**config.mk**
```make
export PLATFORM = sky130hd
export DESIGN_NAME = ld_st_issue_ctrl
export DESIGN_NICKNAME = d
export VERILOG_FILES = /design/src/rtl/ld_st_issue_ctrl.sv
export SDC_FILE = /design/constraint.sdc
export NUM_CORES = 1
export LEC_CHECK = 0
export BUFFER_PORTS_ARGS = -buffer_cell sky130_fd_sc_hd__buf_2
export CORE_MARGIN = 8
export CORE_UTILIZATION = 49
export CTS_CLUSTER_DIAMETER = 40
export DETAILED_ROUTE_END_ITERATION = 12
export MAX_ROUTING_LAYER = met4
export PLACE_DENSITY = 0.85
export SYNTH_ARGS = -nofsm -noshare
export SYNTH_HDL_FRONTEND = slang
export SYNTH_SLANG_ARGS = --single-unit
```
**constraint.sdc**
```tcl
create_clock -name clk -period 2.6 [get_ports clk]
set_input_delay 0.39 -clock clk [delete_from_list [all_inputs] [get_ports clk]]
set_output_delay 0.39 -clock clk [all_outputs]
set_load 0.01 [all_outputs]
```
**src/rtl/ld_st_issue_ctrl.sv**
```systemverilog
//------------------------------------------------------------------------------
// ld_st_issue_ctrl
//
// In-order load/store issue controller. Pops the oldest reservation-station
// tag from the tag queue, waits for that station's operands, forms the
// effective address (base + immediate, wrapping), issues a single memory
// request with a req/ack handshake and then broadcasts completion of the tag.
// Only one memory operation is ever in flight, so memory order equals queue
// order.
//
// Ports:
//   clk, rst                       clock (rising edge), async active-high reset
//   q_empty, q_tag, q_rd_en        tag queue interface (q_tag valid the cycle
//                                  after q_rd_en)
//   rs_ready, rs_is_store          per-station operand-ready / store flags
//   rs_sel, rs_base, rs_imm        station select and its combinational operands
//   mem_req, mem_we, mem_addr,
//   mem_tag, mem_ack               data-memory request handshake
//   flush                          synchronous squash of the op in progress
//   done_valid, done_tag           one-cycle completion broadcast
//   busy                           controller not idle
//------------------------------------------------------------------------------
`timescale 1ns/1ps

module ld_st_issue_ctrl #(
    parameter int TAG_W  = 4,
    parameter int NUM_RS = 16,
    parameter int ADDR_W = 32
) (
    input  logic              clk,
    input  logic              rst,
    input  logic              q_empty,
    input  logic [TAG_W-1:0]  q_tag,
    output logic              q_rd_en,
    input  logic [NUM_RS-1:0] rs_ready,
    input  logic [NUM_RS-1:0] rs_is_store,
    output logic [TAG_W-1:0]  rs_sel,
    input  logic [ADDR_W-1:0] rs_base,
    input  logic [ADDR_W-1:0] rs_imm,
    output logic              mem_req,
    output logic              mem_we,
    output logic [ADDR_W-1:0] mem_addr,
    output logic [TAG_W-1:0]  mem_tag,
    input  logic              mem_ack,
    input  logic              flush,
    output logic              done_valid,
    output logic [TAG_W-1:0]  done_tag,
    output logic              busy
);

    typedef enum logic [2:0] {
        IDLE,
        POP,
        LATCH,
        WAIT_RDY,
        ISSUE,
        DONE
    } state_t;

    state_t            state;
    state_t            state_nxt;
    logic [TAG_W-1:0]  cur_tag;
    logic              flush_pend;
    logic              sel_ready;
    logic              sel_store;

    // Effective address: carry out of the top bit is discarded.
    function automatic logic [ADDR_W-1:0] eff_addr(input logic [ADDR_W-1:0] base,
                                                   input logic [ADDR_W-1:0] imm);
        return base + imm;
    endfunction

    // Station lookup by cur_tag. A tag with no matching station never
    // matches, so it reads as not ready and the controller waits for a flush.
    always_comb begin
        sel_ready = 1'b0;
        sel_store = 1'b0;
        for (int i = 0; i < NUM_RS; i++) begin
            if (cur_tag == TAG_W'(i)) begin
                sel_ready = rs_ready[i];
                sel_store = rs_is_store[i];
            end
        end
    end

    always_comb begin
        state_nxt = state;
        case (state)
            IDLE: begin
                if (!flush && !q_empty) begin
                    state_nxt = POP;
                end
            end
            POP: begin
                state_nxt = flush ? IDLE : LATCH;
            end
            LATCH: begin
                state_nxt = flush ? IDLE : WAIT_RDY;
            end
            WAIT_RDY: begin
                if (flush) begin
                    state_nxt = IDLE;
                end else if (sel_ready) begin
                    state_nxt = ISSUE;
                end
            end
            // The request cannot be withdrawn once raised, so flush only
            // marks the completion for suppression.
            ISSUE: begin
                if (mem_ack) begin
                    state_nxt = DONE;
                end
            end
            DONE: begin
                state_nxt = IDLE;
            end
            default: begin
                state_nxt = IDLE;
            end
        endcase
    end

    always_ff @(posedge clk or posedge rst) begin
        if (rst) begin
            state      <= IDLE;
            cur_tag    <= '0;
            mem_addr   <= '0;
            mem_tag    <= '0;
            mem_we     <= 1'b0;
            flush_pend <= 1'b0;
        end else begin
            state <= state_nxt;
            if (state == LATCH) begin
                cur_tag <= q_tag;
            end
            if (state == WAIT_RDY && !flush && sel_ready) begin
                mem_addr <= eff_addr(rs_base, rs_imm);
                mem_we   <= sel_store;
                mem_tag  <= cur_tag;
            end
            if (state == ISSUE && flush) begin
                flush_pend <= 1'b1;
            end else if (state == DONE) begin
                flush_pend <= 1'b0;
            end
        end
    end

    assign q_rd_en    = (state == POP);
    assign mem_req    = (state == ISSUE);
    assign done_valid = (state == DONE) && !flush_pend;
    assign done_tag   = cur_tag;
    assign busy       = (state != IDLE);
    assign rs_sel     = cur_tag;

endmodule
```
==> impl_metrics.py <==
metrics = {
    "floorplanning": {
        "rows": 31,
        "die_y_um": 103,
        "die_area_mm2": 0.0106,
        "design.core.area_mm2": 0.00729,
        "initial_utilization": 0.509,
        "top_level_ports": 154,
        "die_w_um": 103,
    },
    "clocking": {
        "cts_sinks": 45,
        "cts-hold-fix-buffers": 0,
        "clk_path_buf_depth": 2,
        "clk_latency_ns": 0.30,
        "cts_root_buf": "clkbuf_8",
        "numCtsBuffers": 5,
        "post-cts-setup-buffers": 0,
        "h-tree-depth": 2,
        "path_clk_slew_ns": 0.09,
        "cts_tree": "yes",
    },
    "synthesis": {
        "postSynthAreaPerCell_um2": 8.66,
        "synth.area.top_cells": "dfrtp_1 (30%), ha_1 (10%), nand2_1 (4.6%)",
        "synth_fa_ha_area_frac": 0.110,
        "ys_async_sr_fraction": 1.00,
        "synth_fp_nets": 566,
        "synthMuxAreaShare": 0.0590,
        "synth.ff_latch_count": 45,
        "synth_edf_count": 0,
        "yosysUniqueCellTypes": 61,
        "ys_warn_count": 0,
        "synth_top_cell_by_area": "dfrtp_1",
        "ys.flop_type": "dfrtp_1",
        "synth-simple-area-share": 0.183,
        "ys_seq_area_frac": 0.303,
        "yosys.area.top_type_share": 0.303,
        "synth_compound_area_frac": 0.252,
        "syn_inst": 429,
        "synth_xor_xnor_area_share": 0.0377,
        "netlist_area_mm2": 0.00371,
        "synth_top_family_by_area": "compound AO/OA/AOI/OAI gates",
    },
    "power": {
        "seqPwrFrac": 0.364,
        "p_switching_w": 0.00139,
        "power_w": 0.00334,
        "p_clk_frac": 0.128,
        "p_leak_nw": 2.49,
        "ir_worst_vdd_v": 0.000408,
        "p_sw_frac": 0.415,
        "cell_internal_pwr_w": 0.00196,
        "power.density_mw_per_mm2": 695,
        "power_frac_comb": 0.509,
    },
    "drt": {
        "remaining_drc_errors": 0,
        "initialDrtViolationCount": 176,
        "dr_total_vias": 3925,
        "antenna_left": 0,
        "drt-wirelength-per-cell_um": 16.4,
        "totalWireLength_mm": 11.4,
        "routed_via_density": 5.63,
        "dr.pass1.iters": 6,
    },
    "global_routing": {
        "grt_pass1_vias": 3831,
        "grt_pass1_wl_mm": 17.6,
        "grt_use_total": 0.210,
        "antenna_found_initial": 0,
        "gr-total-overflow": 0,
        "grt_max_degree": 46,
    },
    "critical_path": {
        "cp.arrival_ns": 2.78,
        "critPathKind": "flip-flop to flip-flop",
        "cp-start-kind": "flip-flop",
        "cp.required_ns": 2.84,
        "worst-path-max-fanout": 12,
        "end_kind": "flip-flop",
    },
    "timing": {
        "slew_violations": 0,
        "finalSetupViolCount": 0,
        "finalCritPeriodShare": 0.977,
        "worstMarginPinSlew_ns": 0.997,
        "holdWs_ns": 0.297,
        "maxSlewHeadroom": 0.335,
        "max_freq_ghz": 0.394,
        "worst_clock_skew_ns": 0.0100,
        "fin_crit_ns": 2.54,
        "hold_viol_final": 0,
        "layout_setup_ws_ns": 0.0610,
    },
    "final_layout": {
        "fin_area_mm2": 0.00481,
        "seqCellArea_mm2": 0.00113,
        "mostFrequentLayoutCell": "buf_2",
        "drive_gt1_frac": 0.350,
        "multi_input_area_mm2": 0.00240,
        "fin_nets": 733,
        "layout_common_cells": "buf_2 (153), nand2_1 (46), dfrtp_1 (43), a21oi_1 (32), ha_1 (31)",
        "areaGrowthSynthToFinish_pct": 29.5,
        "nFillCells": 616,
        "final_util": 0.660,
    },
    "place": {
        "placedInstanceArea_mm2": 0.00471,
        "gp_congestion": 0.904,
        "post-dp-hpwl_mm": 9.26,
        "dpl_worst_slack_ns": -0.202,
        "io_buffers": 153,
    },
    "run_status": {
        "outcome": "finished clean",
    },
    "run": {
        "drv_cap": 0,
    },
    "min_path": {
        "hold_class": "primary input to flip-flop",
    },
}
==> power by group through the flow <==
| stage | clock network (W) | registers [W] | logic [W] |
|---|---|---|---|
| 2_1_floorplan | 0 | 0.00125 | 0.00103 |
| 3_3_place_gp | 0 | 0.00120 | 0.00163 |
| 3_5_place_dp | 0 | 0.00122 | 0.00169 |
| 4_1_cts | 0.000435 | 0.00121 | 0.00169 |
| 5_1_grt | 0.000459 | 0.00125 | 0.00186 |
| 6_report | 0.000426 | 0.00122 | 0.00170 |
==> cells by family after synthesis <==
family / count (synthesis)
fa+ha+maj: 32
compound gates: 143
simple gates: 135
mux: 16
buf+inv: 42
xor+xnor: 16
flops: 45
==> worst max-delay path, stage by stage (launching register included) <==
cell	delay (ns)
dfrtp_2	0.50
mux2i_1	0.16
mux2i_1	0.27
o21ai_0	0.17
a31oi_2	0.25
nand3_2	0.19
or3b_1	0.41
or4_1	0.43
nand3_1	0.10
==> stage by stage <==
step                      cells  TNS (ns)
final                       697         0
after global routing        696   -0.0439
after CTS                   696         0
after detailed placement    688     -1.09
after global placement      688    -0.432
after floorplan             429         0
==> registers in the layout (all words and copies together) (netlist names) <==
signal and flops:
done_tag 4, flush_pend 1, mem_addr 32, mem_tag 4, mem_we 1, state 3
==> Yosys cell counts, drive strengths merged (6+ instances only) <==
| master | count |
|---|---|
| nor2 | 20 |
| mux2 | 7 |
| buf | 18 |
| nand2b | 6 |
| xnor2 | 7 |
| nand2 | 46 |
| o21a | 6 |
| nand3 | 12 |
| o211ai | 8 |
| nor3b | 8 |
| o21ai | 39 |
| inv | 19 |
| ha | 31 |
| dfrtp | 45 |
| xor2 | 9 |
| nor3 | 17 |
| o31ai | 7 |
| a21oi | 34 |
| a21o | 12 |
| a31oi | 7 |
==> cell type report <==
cell class / count / share of cell area
repair buffers: 183 / 0.209
flip-flops and latches: 45 / 0.235
diodes: 1 / 0.000520
well taps: 99 / 0.0257
clock buffers: 8 / 0.0166
multi-input cells: 342 / 0.499
inverters: 19 / 0.0148
==> routing by layer <==
layer,track usage,part of all wire,up-vias
li1,-,-,1920
met1,0.247,0.42,1832
met2,0.366,0.50,165
met3,0.0365,0.081,8
met4,0.0478,0.0067,0
met5,-,0,-
==> path summary, 6_finish.rpt <==
path,endpoint,depth (start not counted),startpoint,slack (ns)
max reg2reg,mem_addr[23],8,done_tag[1],0.06
min,state[1],2,flush,0.30
min reg2reg,mem_we,1,mem_we,0.48
max,mem_addr[23],8,done_tag[1],0.06
min in group asynchronous,mem_addr[18],2,rst,0.33
max in group asynchronous,done_tag[1],2,rst,1.60
==> what timing repair did <==
item                                   4_1_cts  5_1_grt
setup endpoints to repair                    2       11
gates cloned                                 0        0
pin swaps                                    0        1
endpoints found under the hold margin        0        0
gates resized for setup                      1        6
(Power assumes the default switching activity.)
